**src/rtl/key_debounce_pulse_if.sv**
```systemverilog
// Key conditioning bus: raw pins in, debounced levels and event pulses out.
interface key_debounce_pulse_if #(
    parameter int NUM_KEYS = 3
);
    logic [NUM_KEYS-1:0] key_in;
    logic [NUM_KEYS-1:0] key_level;
    logic [NUM_KEYS-1:0] key_press;
    logic [NUM_KEYS-1:0] key_pulse;
    logic [NUM_KEYS-1:0] key_release;
    logic                key_any;

    // Board / controller side: drives pins, consumes key events.
    modport master (
        output key_in,
        input  key_level,
        input  key_press,
        input  key_pulse,
        input  key_release,
        input  key_any
    );

    // Conditioner side: samples pins, produces key events.
    modport slave (
        input  key_in,
        output key_level,
        output key_press,
        output key_pulse,
        output key_release,
        output key_any
    );
endinterface

```
**src/rtl/key_debounce_pulse.sv**
```systemverilog
// Push-button conditioner: per-key 2-flop synchroniser, press/release
// debounce and optional auto-repeat, producing registered 1-cycle pulses.
module key_debounce_pulse #(
    parameter int                NUM_KEYS        = 3,
    parameter bit                KEY_ACTIVE_LOW  = 1'b1,
    parameter int                DEBOUNCE_CYCLES = 1_000_000,
    parameter int                REPEAT_DELAY    = 25_000_000,
    parameter int                REPEAT_RATE     = 5_000_000,
    parameter logic [NUM_KEYS-1:0] REPEAT_MASK   = NUM_KEYS'(3'b110)
) (
    input logic                 clk,
    input logic                 rst,
    key_debounce_pulse_if.slave bus
);

    localparam int MAX_AB  = (DEBOUNCE_CYCLES > REPEAT_DELAY) ? DEBOUNCE_CYCLES : REPEAT_DELAY;
    localparam int MAX_CNT = (MAX_AB > REPEAT_RATE) ? MAX_AB : REPEAT_RATE;
    localparam int CW      = $clog2(MAX_CNT);

    localparam logic [CW-1:0] DB_LAST  = CW'(DEBOUNCE_CYCLES - 1);
    localparam logic [CW-1:0] RD_LAST  = CW'(REPEAT_DELAY - 1);
    localparam logic [CW-1:0] RR_LAST  = CW'(REPEAT_RATE - 1);
    localparam logic [CW-1:0] CNT_ONE  = CW'(1);

    typedef enum logic [2:0] {
        ST_IDLE,
        ST_DB_PR,
        ST_HELD,
        ST_RPT,
        ST_DB_RL
    } state_t;

    logic [NUM_KEYS-1:0] pin_pressed;
    logic [NUM_KEYS-1:0] sync_q1;
    logic [NUM_KEYS-1:0] sync_q2;
    logic [NUM_KEYS-1:0] level_vec;

    // Polarity is normalised before the synchroniser so reset presets it to "released".
    assign pin_pressed = KEY_ACTIVE_LOW ? ~bus.key_in : bus.key_in;

    // Two-flop synchroniser for every key.
    always_ff @(posedge clk or posedge rst) begin
        if (rst) begin
            sync_q1 <= '0;
            sync_q2 <= '0;
        end else begin
            sync_q1 <= pin_pressed;
            sync_q2 <= sync_q1;
        end
    end

    for (genvar i = 0; i < NUM_KEYS; i++) begin : g_key
        state_t        state_q, state_d;
        logic [CW-1:0] cnt_q, cnt_d;
        logic          press_q, press_d;
        logic          pulse_q, pulse_d;
        logic          release_q, release_d;
        logic          level_q, level_d;
        logic          p;

        assign p = sync_q2[i];

        // Per-key state, counter and registered event outputs.
        always_ff @(posedge clk or posedge rst) begin
            if (rst) begin
                state_q   <= ST_IDLE;
                cnt_q     <= '0;
                press_q   <= 1'b0;
                pulse_q   <= 1'b0;
                release_q <= 1'b0;
                level_q   <= 1'b0;
            end else begin
                state_q   <= state_d;
                cnt_q     <= cnt_d;
                press_q   <= press_d;
                pulse_q   <= pulse_d;
                release_q <= release_d;
                level_q   <= level_d;
            end
        end

        // Next state, counter and pulse decode; counter clears on every state change.
        always_comb begin
            state_d   = state_q;
            cnt_d     = cnt_q;
            press_d   = 1'b0;
            pulse_d   = 1'b0;
            release_d = 1'b0;
            unique case (state_q)
                ST_IDLE: begin
                    if (p) begin
                        state_d = ST_DB_PR;
                        cnt_d   = '0;
                    end
                end
                ST_DB_PR: begin
                    if (!p) begin
                        state_d = ST_IDLE;
                        cnt_d   = '0;
                    end else if (cnt_q == DB_LAST) begin
                        state_d = ST_HELD;
                        cnt_d   = '0;
                        press_d = 1'b1;
                        pulse_d = 1'b1;
                    end else begin
                        cnt_d = cnt_q + CNT_ONE;
                    end
                end
                ST_HELD: begin
                    if (!p) begin
                        state_d = ST_DB_RL;
                        cnt_d   = '0;
                    end else if (REPEAT_MASK[i]) begin
                        if (cnt_q == RD_LAST) begin
                            state_d = ST_RPT;
                            cnt_d   = '0;
                            pulse_d = 1'b1;
                        end else begin
                            cnt_d = cnt_q + CNT_ONE;
                        end
                    end
                end
                ST_RPT: begin
                    if (!p) begin
                        state_d = ST_DB_RL;
                        cnt_d   = '0;
                    end else if (cnt_q == RR_LAST) begin
                        cnt_d   = '0;
                        pulse_d = 1'b1;
                    end else begin
                        cnt_d = cnt_q + CNT_ONE;
                    end
                end
                ST_DB_RL: begin
                    if (p) begin
                        state_d = ST_HELD;
                        cnt_d   = '0;
                    end else if (cnt_q == DB_LAST) begin
                        state_d   = ST_IDLE;
                        cnt_d     = '0;
                        release_d = 1'b1;
                    end else begin
                        cnt_d = cnt_q + CNT_ONE;
                    end
                end
                default: begin
                    state_d = ST_IDLE;
                    cnt_d   = '0;
                end
            endcase
            level_d = (state_d == ST_HELD) || (state_d == ST_RPT) || (state_d == ST_DB_RL);
        end

        assign bus.key_level[i]   = level_q;
        assign bus.key_press[i]   = press_q;
        assign bus.key_pulse[i]   = pulse_q;
        assign bus.key_release[i] = release_q;
        assign level_vec[i]       = level_q;
    end

    assign bus.key_any = |level_vec;

endmodule

```
**src/flat_wrapper.sv**
```systemverilog
// flat-port wrapper written by rule: the top's interface ports become plain ports
module key_debounce_pulse_flat 
#(
    parameter int                NUM_KEYS        = 3,
    parameter bit                KEY_ACTIVE_LOW  = 1'b1,
    parameter int                DEBOUNCE_CYCLES = 1_000_000,
    parameter int                REPEAT_DELAY    = 25_000_000,
    parameter int                REPEAT_RATE     = 5_000_000,
    parameter logic [NUM_KEYS-1:0] REPEAT_MASK   = NUM_KEYS'(3'b110)
)
  (clk, rst, bus_key_in, bus_key_level, bus_key_press, bus_key_pulse, bus_key_release, bus_key_any);
  key_debounce_pulse_if #(.NUM_KEYS(NUM_KEYS)) bus_i ();
  input logic clk;
  input logic rst;
  input wire logic [$bits(bus_i.key_in)-1:0] bus_key_in;
  output wire logic [$bits(bus_i.key_level)-1:0] bus_key_level;
  output wire logic [$bits(bus_i.key_press)-1:0] bus_key_press;
  output wire logic [$bits(bus_i.key_pulse)-1:0] bus_key_pulse;
  output wire logic [$bits(bus_i.key_release)-1:0] bus_key_release;
  output wire logic [$bits(bus_i.key_any)-1:0] bus_key_any;
  assign bus_i.key_in = bus_key_in;
  assign bus_key_level = bus_i.key_level;
  assign bus_key_press = bus_i.key_press;
  assign bus_key_pulse = bus_i.key_pulse;
  assign bus_key_release = bus_i.key_release;
  assign bus_key_any = bus_i.key_any;
  key_debounce_pulse #(.NUM_KEYS(NUM_KEYS), .KEY_ACTIVE_LOW(KEY_ACTIVE_LOW), .DEBOUNCE_CYCLES(DEBOUNCE_CYCLES), .REPEAT_DELAY(REPEAT_DELAY), .REPEAT_RATE(REPEAT_RATE), .REPEAT_MASK(REPEAT_MASK)) u_core (.clk(clk), .rst(rst), .bus(bus_i));
endmodule
```
**config.mk**
```make
export PLATFORM = sky130hd
export DESIGN_NAME = key_debounce_pulse_flat
export DESIGN_NICKNAME = d
export VERILOG_FILES = /design/src/rtl/key_debounce_pulse_if.sv /design/src/rtl/key_debounce_pulse.sv /design/src/flat_wrapper.sv
export SDC_FILE = /design/constraint.sdc
export NUM_CORES = 1
export LEC_CHECK = 0
export CAP_MARGIN = 10
export CORE_ASPECT_RATIO = 1.2
export CORE_MARGIN = 2
export CORE_UTILIZATION = 40
export DETAILED_ROUTE_END_ITERATION = 10
export MAX_ROUTING_LAYER = met4
export PLACE_DENSITY_LB_ADDON = 0.15
export SYNTH_ARGS = -nofsm -noshare
export SYNTH_HDL_FRONTEND = slang
export SYNTH_SLANG_ARGS = --single-unit
export TNS_END_PERCENT = 20
```
**constraint.sdc**
```tcl
create_clock -name clk -period 4.5 [get_ports clk]
set_clock_uncertainty 0.2 [all_clocks]
set_input_delay 0.9 -clock clk [delete_from_list [all_inputs] [get_ports clk]]
set_output_delay 0.9 -clock clk [all_outputs]
set_load 0.02 [all_outputs]
```
== Word-level counts from Yosys, hierarchy flattened ==
Cells that the tools add are included.
Storage, ports and cells
  flip-flop bits (word level): 102
  bits in latches: 0
  memories kept: 0
  memory bits (writable): 0
  memory bits (read-only): 0
Cells by class
  bitwise gates (word level): 1
  add/sub/neg operators: 3
  magnitude comparators: 0
  mux-type cells: 79
  shifts and indexed selects: 0
  multipliers: 0
  equality and inequality tests: 33
  reductions and logical operators: 12
  div/mod/pow operators: 0
Operators by type and width (count)
  $mux 25: 23
  $pmux 25 s5: 3
  $add 25x1->25 const B: 3
  $eq 25x20->1 const B: 3
  $eq 25x23->1 const B: 3
  $mux 3: 22
  $eq 25x25->1 const B: 2
  $eq 3x2->1 const B: 12
  $pmux 3 s5: 2
  $mux 1: 25
  $eq 3x3->1 const B: 6
  $pmux 3 s4: 1
  $eq 3x1->1 const B: 3
  $logic_not 3->1: 3
  $logic_or 1x1->1: 6
  $ne 2x1->1 const B: 3
  $pmux 1 s3: 2
  $not 3->3: 1
  $reduce_or 3->1: 1
  $ne 2x2->1 const B: 1
  $pmux 1 s2: 1
  $reduce_and 2->1: 1
  $reduce_or 2->1: 1

== Depth between registers and ports, before layout ==
Gate-level depths: netlist (run 1).
  depth in word-level cells: 7
  depth in mapped cells: 10
  depth with buffers taken out: 7

== Worst setup path before layout (run 1) ==
No wires, ideal clock.
  path type: flip-flop to flip-flop
  from: register u_core.g_key[1].cnt_q[12]
  to: register u_core.g_key[1].cnt_q[14]
  path buffers: 2
  data arrival time: 2191 ps
  data required time: 4181 ps
  slack: 1990 ps
  stages on the path, launching flop included: 9
  path through: dfrtp_1 -> or4_4 -> nor4_2 -> a31oi_1 -> o32ai_2 -> and2b_1 -> buf_6 -> buf_12 -> nor2_1
Between the ends
  word-level cells in the longest chain between the ends: 4
RTL lines
  start, declared: line key_debounce_pulse.sv:54  | logic [CW-1:0] cnt_q, cnt_d;
  start signal, assigned: line key_debounce_pulse.sv:74  | cnt_q <= cnt_d;
  $add 25x1->25 (tied with other cells)
  $mux 25, on equally long branches (2 in series)
  $pmux 25 s5 (*): line key_debounce_pulse.sv:89  | unique case (state_q)
Mark *: on every way between the ends. The rest lies on a longest branch, timed or not.
A chain may end at the register's enable or synchronous reset.

== Worst setup path after layout (run 1) ==
  from: register u_core.g_key[2].cnt_q[0]
  to: register u_core.g_key[2].cnt_q[15]
Between the ends
  word-level cells in the longest chain between the ends: 4
RTL lines (line)
  start, declared: key_debounce_pulse.sv:54
  start signal, assigned: key_debounce_pulse.sv:74
  $add 25x1->25 (tied with other cells)
  $mux 25, on equally long branches (2 in series)
  $pmux 25 s5 (*): key_debounce_pulse.sv:89
Marked as above.

==> impl_metrics.tcl, run 1 <==
set metrics [dict create \
    status "completed" \
    syn_nets 577 \
    post_drt_wl_per_cell_um 14.4 \
    core_area_um2 13200 \
    clk_path_buf_depth 2 \
    setup_tns_ps 0 \
    muxShareOfSynthArea 0.00374 \
    synth-seq-cells 102 \
    netlist_area_um2 5360 \
    holdWs_ps 143 \
    cp.depth 7 \
    clock-sinks 102 \
    clkTransAtPathRegs_ps 70 \
    place_area_um2 5580 \
    required_ps 4510 \
    cap_violations 0 \
    synth_top_cell_area_share 0.476 \
    cts_setup_buffers 0 \
    ant_nets 0 \
    reg2reg_slack_ps 1480 \
    dp_hpwl_um 7390 \
    period_needed_ps 3020 \
    top_layer_used "met4" \
    yosys.area_share.simple 0.285 \
    viasPerCell 5.39 \
    drv_slew 0 \
    grt_max_degree 66 \
    postCtsHoldBufs 0 \
    met2WireLength_um 5130 \
    num_io_pins 18 \
    ys_warn_count 0 \
    grt_usage 0.168 \
    hold_start "u_core.sync_q1[2]" \
    cp-start-kind "register" \
    post_synth_xor_area_fraction 0.0883 \
    setup_viol 0 \
    dieArea_um2 14300 \
    critical_path_class "reg2reg" \
    leakagePower_nw 2.52 \
    hold-path-cell-count 0 \
    clk_latency_ps 350 \
    worstPathArrival_ps 3020 \
    grt_pass1_vias 3835 \
    r2r_start "u_core.g_key[2].cnt_q[0]" \
    drt_pass1_iterations 4 \
    cp_slowest_cell "and2_1" \
    yosys.area_share.adder 0.00700 \
    period_share 0.671 \
    initial_core_util 0.407 \
    cts_buffers 9 \
    cts_tree "yes" \
    ys.flop_type "dfrtp_1" \
    die_h_um 131 \
    yosysMostFrequentCell "dfrtp_1" \
    met1_length_um 5100 \
    max_stage_delay_ps 600 \
    syn_to_final_growth_pct 10.9 \
    diodes 0 \
    grt_pass1_wl_um 18400 \
    peakVddDrop_uv 208 \
    synth_compound_area_frac 0.0876 \
    relSlewSlack 0.322 \
    final_nets 581 \
    crit_path_end_kind "register" \
    antenna_found_initial 0 \
    row_count 46 \
    wl_met3_um 268 \
    hold_end "u_core.sync_q2[2]" \
    drive_gt1_frac 0.0640 \
    synth.area.top_cells "dfrtp_1 48%, nor2_1 5.7%, xor2_1 5.6%" \
    fmax_ghz 0.331 \
    rr_endpoint "u_core.g_key[2].cnt_q[15]" \
    p_per_area_nw_per_um2 331 \
    rr_worst_depth 7 \
    gp_congestion 0.796 \
    synth_top_family_by_area "simple AND/OR/NAND/NOR gates" \
    grt_overflow_total 0 \
    routed_wl_um 10700 \
    yosys.cell_types.count 59 \
    hold_viol 0 \
    synth_seq_area_share 0.476 \
    worst_pin_slew_ps 1010 \
    drt_iter0_markers 207 \
    vias 4023 \
    crit_chain "ha_1 -> and4_1 -> nand3_1 -> nor4_1 -> o32a_2 -> and2_1 -> nor2_1" \
    synthTopCellsByCount "102 x dfrtp_1, 82 x nor2_1, 52 x nand2_1" \
    syn_area_per_cell_um2 9.42 \
    syn_inst 569 \
    rsz0062_at_grt "false" \
    cp_max_fo 19 \
    crit_family "simple AND/OR/NAND/NOR gates" \
    postLayoutCellArea_um2 5940 \
    cts_max_level 3 \
    async_flop_share 1.00 \
    hold_path_class "reg2reg" \
    synth-edff-count 0 \
    drc 0 \
    yosys.area.top_type "dfrtp_1" \
    path_buf_inv 0 \
    ctsResizeCount 0 \
    die_w_um 110 \
    root_buffer "clkbuf_16" \
    numPortBuffers 17 \
]
[worst max path at each step]
stage | slack, ps | startpoint | to
6_report | 1480 | u_core.g_key[2].cnt_q[0] | u_core.g_key[2].cnt_q[15]
3_5_place_dp | 1520 | u_core.g_key[2].cnt_q[0] | u_core.g_key[2].cnt_q[15]
5_1_grt | 1190 | u_core.g_key[2].cnt_q[0] | u_core.g_key[2].cnt_q[13]
3_3_place_gp | 1630 | u_core.g_key[1].cnt_q[12] | u_core.g_key[1].cnt_q[23]
2_1_floorplan | 720 | rst | u_core.g_key[0].cnt_q[0]
4_1_cts | 1490 | u_core.g_key[2].cnt_q[0] | u_core.g_key[2].cnt_q[15]
[flip-flops by register name, indices dropped and copies added, names as in the netlist]
| name | count |
|---|---|
| u_core.sync_q1 | 3 |
| u_core.g_key.level_q | 3 |
| u_core.g_key.pulse_q | 3 |
| u_core.g_key.release_q | 3 |
| u_core.g_key.state_q | 9 |
| u_core.g_key.press_q | 3 |
| u_core.g_key.cnt_q | 75 |
| u_core.sync_q2 | 3 |
[through the flow]
stage / std cells / power (mW) / util / setup slack [ps]
after global placement: 730 / 1.06 / 0.424 / 1630
after CTS: 746 / 2.00 / 0.451 / 1490
final: 746 / 1.97 / 0.451 / 1480
after global routing: 746 / 2.05 / 0.451 / 1190
after detailed placement: 730 / 1.06 / 0.424 / 1520
after floorplan: 569 / 1.04 / - / 725
[layout by cell type, fill, tap and decap left out, types with 5 or more instances in the layout]
cell	synthesis	layout
xnor2_1	20	20
clkdlybuf4s50_1	0	17
or3_1	7	7
nor3b_1	9	9
inv_1	15	14
or4_1	5	5
and4_1	8	8
and3_1	12	12
nand3_1	32	32
nor3_1	21	21
nor2_1	82	82
buf_4	14	8
nand2b_1	8	8
nand2_1	52	52
a21oi_1	16	16
dfrtp_1	102	102
clkbuf_16	0	9
o21ai_0	11	11
nand4_1	18	18
xor2_1	34	34
nor4_1	9	8
a21o_1	8	8
and2_1	7	7
a31oi_1	8	8
[area by class of cell]
type                            instances  area (µm²)
Clock buffer                           11         253
Clock inverter                          5         105
Fill cell                            1274        7240
Inverter                               15        58.8
Multi-Input combinational cell        420        2530
Sequential cell                       102        2550
Tap cell                              168         210
Timing Repair Buffer                   25         230
[logic make-up (layout without fill, tap and decap cells)]
| kind of cell | after synthesis | after routing |
|---|---|---|
| adders and majority gates | 3 | 3 |
| muxes | 2 | 2 |
| DFF | 102 | 102 |
| buffers and inverters | 47 | 56 |
| and+or+nand+nor | 292 | 292 |
| xor gates and xnor gates | 54 | 54 |
| AOI/OAI and AO/OA | 69 | 69 |
[power breakdown]
part / leakage [nW] / internal, mW / switching [mW]
Sequential: 1.40 / 0.933 / 0.0219
Clock: 0.168 / 0.574 / 0.352
Combinational: 0.951 / 0.0284 / 0.0561
Total: 2.52 / 1.54 / 0.430
[routing by layer]
metal / GRT usage / vias up
li1: - / 1993
met1: 0.212 / 1956
met2: 0.269 / 60
met3: 0.0268 / 14
met4: 0.0700 / 0
met5: - / -
Power figures use the tool's default switching activity.
==> run 2: changes to the inputs <==
==> constraint.sdc (replaced) <==
create_clock -name clk -period 2.6 [get_ports clk]
set_clock_uncertainty 0.2 [all_clocks]
set_input_delay 0.52 -clock clk [delete_from_list [all_inputs] [get_ports clk]]
set_output_delay 0.52 -clock clk [all_outputs]
set_load 0.02 [all_outputs]
==> run 2 against run 1 <==
The run now ends with negative setup slack left; total power increased by 57%; die area did not move; count of clock-buffer cells in the layout up 2; combinational power rose by 110%; clock power increased by 37%; sequential power increased by 73%; critical path type unchanged; first-iteration DRC count up 24%; cell count up 3.1%; register-to-register slack got worse by 1500 ps; utilization up 1.6 points; highest routed layer unchanged; worst hold slack improved by 13 ps; wire length rose by 2.1%.
==> impl_metrics.tcl, run 2 (synthesis results as in run 1) <==
set metrics [dict create \
    grt_max_degree 103 \
    rsz0062_at_grt "true" \
    largest_register_ff_count 75 \
    utilization 0.467 \
    holdWs_ps 155 \
    critical_path_class "reg2reg" \
    dp_hpwl_um 7430 \
    rr_worst_depth 10 \
    row_count 46 \
    numPortBuffers 17 \
    core_area_um2 13200 \
    place_area_um2 5750 \
    post_drt_wl_per_cell_um 14.2 \
    clk_path_buf_depth 2 \
    syn_to_final_growth_pct 14.8 \
    clk_latency_ps 350 \
    crit_family "simple AND/OR/NAND/NOR gates" \
    top_register "u_core.g_key.cnt_q" \
    cp_slowest_cell "or4_4" \
    crit_chain "or4_4 -> nor4_4 -> buf_4 -> a31oi_1 -> o32ai_2 -> clkbuf_16 -> buf_4 -> buf_4 -> o21bai_1 -> a21o_1" \
    drt_iter0_markers 257 \
    drv_slew 0 \
    die_h_um 131 \
    period_share 1.01 \
    grt_usage 0.171 \
    die_w_um 110 \
    clkTransAtPathRegs_ps 60 \
    viasPerCell 5.41 \
    cp_max_fo 7 \
    cts_tree "yes" \
    final_nets 606 \
    crit_path_frequent_cell "buf_4" \
    pre_cts_slack_ps 32.5 \
    antenna_found_initial 0 \
    gp_congestion 0.865 \
    worst_pin_slew_ps 559 \
    required_ps 2640 \
    crit_path_end_kind "register" \
    setup_viol 3 \
    cp-start-kind "register" \
    fill_cells 1279 \
    final_cell_mix "102 x dfrtp_1, 82 x nor2_1, 52 x nand2_1, 34 x xor2_1, 32 x nand3_1" \
    cts_max_level 3 \
    grt_pass1_vias 4022 \
    drive_gt1_frac 0.108 \
    initial_core_util 0.407 \
    clock-sinks 102 \
    routed_wl_um 10900 \
    final_common_cell "dfrtp_1" \
    cap_violations 0 \
    hold_viol 0 \
    hold_path_class "reg2reg" \
    fmax_ghz 0.380 \
    vias 4163 \
    cp.depth 10 \
    root_buffer "clkbuf_16" \
    violations "negative setup slack" \
    grt_pass1_wl_um 18800 \
    peakVddDrop_uv 325 \
    cts_buffers 9 \
    drt_pass1_iterations 4 \
    postLayoutCellArea_um2 6150 \
    drc 0 \
    ant_nets 0 \
    hold-path-cell-count 0 \
    status "complete, but fails checks" \
    p_per_area_nw_per_um2 503 \
    dieArea_um2 14300 \
    period_needed_ps 2630 \
    reg.largest.list "u_core.g_key.cnt_q: 75 flops, u_core.g_key.state_q: 9 flops" \
    leakagePower_nw 2.64 \
    worstPathArrival_ps 2670 \
    diodes 0 \
    final.setup.worst_slack_ps -33.4 \
    grt_overflow_total 0 \
    relSlewSlack 0.624 \
    max_stage_delay_ps 580 \
    path_buf_inv 4 \
    num_io_pins 18 \
]
-- run 2: timing repair --
| item | 4_1_cts | 5_1_grt |
|---|---|---|
| endpoints found under the setup margin | 2 | 56 |
| gates resized for setup | 0 | 11 |
| gates cloned | 0 | 0 |
| buffers inserted | 0 | 8 |
| endpoints found under the hold margin | 0 | 0 |
| pin swaps | 1 | 6 |
| hold buffers | 0 | 0 |
-- run 2: routing by layer --
metal / global-route usage / part of all wire
met5: - / 0
met3: 0.0367 / 0.031
met4: 0.0640 / 0.024
met1: 0.217 / 0.47
met2: 0.271 / 0.47
-- run 2: cell type report --
type / instances / area [µm²] / share of cell area
Sequential cell: 102 / 2550 / 0.415
Clock buffer: 13 / 270 / 0.0439
Multi-Input combinational cell: 420 / 2570 / 0.419
Tap cell: 168 / 210 / 0.0342
Clock inverter: 1 / 5.00 / 0.000814
Inverter: 15 / 60.1 / 0.00977
Timing Repair Buffer: 50 / 477 / 0.0775
-- run 2: path summary, 6_finish.rpt --
check / startpoint / endpoint / slack (ps)
setup / recovery: u_core.g_key[1].cnt_q[21] / u_core.g_key[1].cnt_q[2] / -30
hold reg to reg: u_core.sync_q1[2] / u_core.sync_q2[2] / 160
setup reg to reg: u_core.g_key[1].cnt_q[21] / u_core.g_key[1].cnt_q[2] / -30
min in group asynchronous: rst / u_core.g_key[2].cnt_q[22] / 490
max in group asynchronous: rst / u_core.g_key[1].level_q / 1330
hold / removal: u_core.sync_q1[2] / u_core.sync_q2[2] / 160
-- run 2: per-stage QoR --
stage | cells | power, mW | TNS [ps]
2_1_floorplan | 569 | 1.79 | 0
3_3_place_gp | 747 | 1.84 | 0
3_5_place_dp | 747 | 1.85 | 0
4_1_cts | 761 | 3.13 | 0
5_1_grt | 769 | 3.24 | -1050
6_report | 769 | 3.09 | -65.7
-- run 2: report_power, final --
group | switching (mW) | internal, mW
clock | 0.552 | 0.716
sequential | 0.0352 | 1.62
combinational | 0.105 | 0.0706
==> run 3: changes to the inputs <==
==> constraint.sdc (replaced) <==
create_clock -name clk -period 2.85 [get_ports clk]
set_clock_uncertainty 0.2 [all_clocks]
set_input_delay 0.57 -clock clk [delete_from_list [all_inputs] [get_ports clk]]
set_output_delay 0.57 -clock clk [all_outputs]
set_load 0.02 [all_outputs]
==> run 3 against run 2 <==
The flow now finishes without violations; worst hold slack better by 2.0 ps; cell count shrank 1.7%; count of clock-buffer cells in the layout decreased by 2; non-clock buffer count decreased by 14; utilization shrank 1.1 points; register-to-register slack better by 220 ps; flip-flop and latch count unchanged; via count fell by 4.1%; combinational power down 15%; sequential share of layout area rose by 1.0 points; sequential power fell by 8%; critical endpoint is now u_core.g_key[2].cnt_q[24].
==> impl_metrics.tcl, run 3 (synthesis results as in run 1) <==
set metrics [dict create \
    cts_tree "yes" \
    final_common_cell "dfrtp_1" \
    dieArea_um2 14300 \
    drv_slew 0 \
    fmax_ghz 0.376 \
    row_count 46 \
    cp_max_fo 19 \
    antenna_found_initial 0 \
    drt_pass1_iterations 5 \
    hold_path_class "reg2reg" \
    holdWs_ps 157 \
    top_register "u_core.g_key.cnt_q" \
    reg.largest.list "u_core.g_key.cnt_q: 75 flops, u_core.g_key.state_q: 9 flops" \
    final_cell_mix "102 x dfrtp_1, 82 x nor2_1, 52 x nand2_1, 34 x xor2_1, 32 x nand3_1" \
    grt_overflow_total 0 \
    final.setup.worst_slack_ps 188 \
    cp-start-kind "register" \
    largest_register_ff_count 75 \
    crit_path_end_kind "register" \
    p_per_area_nw_per_um2 478 \
    grt_max_degree 46 \
    fill_cells 1277 \
    grt_pass1_vias 3771 \
    cts_buffers 9 \
    multi_input_area_um2 2540 \
    viasPerCell 5.28 \
    max_stage_delay_ps 490 \
    initial_core_util 0.407 \
    critical_path_class "reg2reg" \
    required_ps 2860 \
    gp_congestion 0.837 \
    worst_pin_slew_ps 453 \
    cp_slowest_cell "nor4_2" \
    clk_path_buf_depth 2 \
    cts_max_level 3 \
    rsz0062_at_grt "false" \
    drc 0 \
    die_h_um 131 \
    period_share 0.934 \
    leakagePower_nw 2.56 \
    clock-sinks 102 \
    num_io_pins 18 \
    vias 3994 \
    status "completed" \
    clk_latency_ps 340 \
    utilization 0.455 \
    die_w_um 110 \
    hold_viol 0 \
    drt_iter0_markers 187 \
    relSlewSlack 0.698 \
    peakVddDrop_uv 214 \
    clkTransAtPathRegs_ps 60 \
    diodes 0 \
    numPortBuffers 17 \
    post_drt_wl_per_cell_um 14.5 \
    grt_usage 0.168 \
    routed_wl_um 10900 \
    postCtsHoldBufs 0 \
    core_area_um2 13200 \
    path_buf_inv 1 \
    worstPathArrival_ps 2670 \
    root_buffer "clkbuf_16" \
    ant_nets 0 \
    dp_hpwl_um 7750 \
    syn_to_final_growth_pct 12.0 \
    pre_cts_slack_ps 188 \
    setup_viol 0 \
    place_area_um2 5700 \
    final_nets 592 \
    period_needed_ps 2660 \
    crit_chain "ha_1 -> and4_1 -> nand3_1 -> nor4_2 -> o32a_2 -> and2_1 -> buf_12 -> a311oi_1" \
    regArea_um2 2550 \
    postLayoutCellArea_um2 6000 \
    crit_family "simple AND/OR/NAND/NOR gates" \
    cap_violations 0 \
    setup_tns_ps 0 \
    drive_gt1_frac 0.0799 \
    grt_pass1_wl_um 18300 \
]
[run 3: what timing repair did]
item,in CTS,in global routing
resized for setup,0,1
endpoints found under the setup margin,0,19
setup buffers,0,0
[run 3: worst paths after layout]
kind,start,to,slack (ps),cells after the start
max,u_core.g_key[2].cnt_q[0],u_core.g_key[2].cnt_q[24],190,8
min,u_core.sync_q1[2],u_core.sync_q2[2],160,0
max reg2reg,u_core.g_key[2].cnt_q[0],u_core.g_key[2].cnt_q[24],190,8
min reg2reg,u_core.sync_q1[2],u_core.sync_q2[2],160,0
max in group asynchronous,rst,u_core.g_key[0].cnt_q[4],1620,3
min in group asynchronous,rst,u_core.g_key[2].cnt_q[11],290,2
[run 3: per-stage QoR]
step                      power [mW]  cells
after floorplan                 1.64    569
after global placement          1.68    741
after detailed placement        1.69    741
after CTS                       2.92    756
after global routing            3.01    756
final                           2.87    756
[run 3: cell type report]
cell class | instances | area share
Sequential cell | 102 | 0.425
Inverter | 15 | 0.0100
Timing Repair Buffer | 36 | 0.0584
Clock inverter | 4 | 0.00792
Tap cell | 168 | 0.0350
Multi-Input combinational cell | 420 | 0.423
Clock buffer | 11 | 0.0405
[run 3: power by group]
group | internal, mW | leakage [nW] | total [mW] | switching [mW]
registers | 1.47 | 1.40 | 1.51 | 0.0323
clock network | 0.697 | 0.141 | 1.21 | 0.517
logic | 0.0568 | 1.02 | 0.149 | 0.0926
[run 3: metal layers]
metal | up-vias | GRT usage | share of wire
li1 | 2005 | - | -
met1 | 1917 | 0.220 | 0.48
met2 | 61 | 0.264 | 0.49
met3 | 11 | 0.0283 | 0.027
met4 | 0 | 0.0618 | 0.012
met5 | - | - | 0
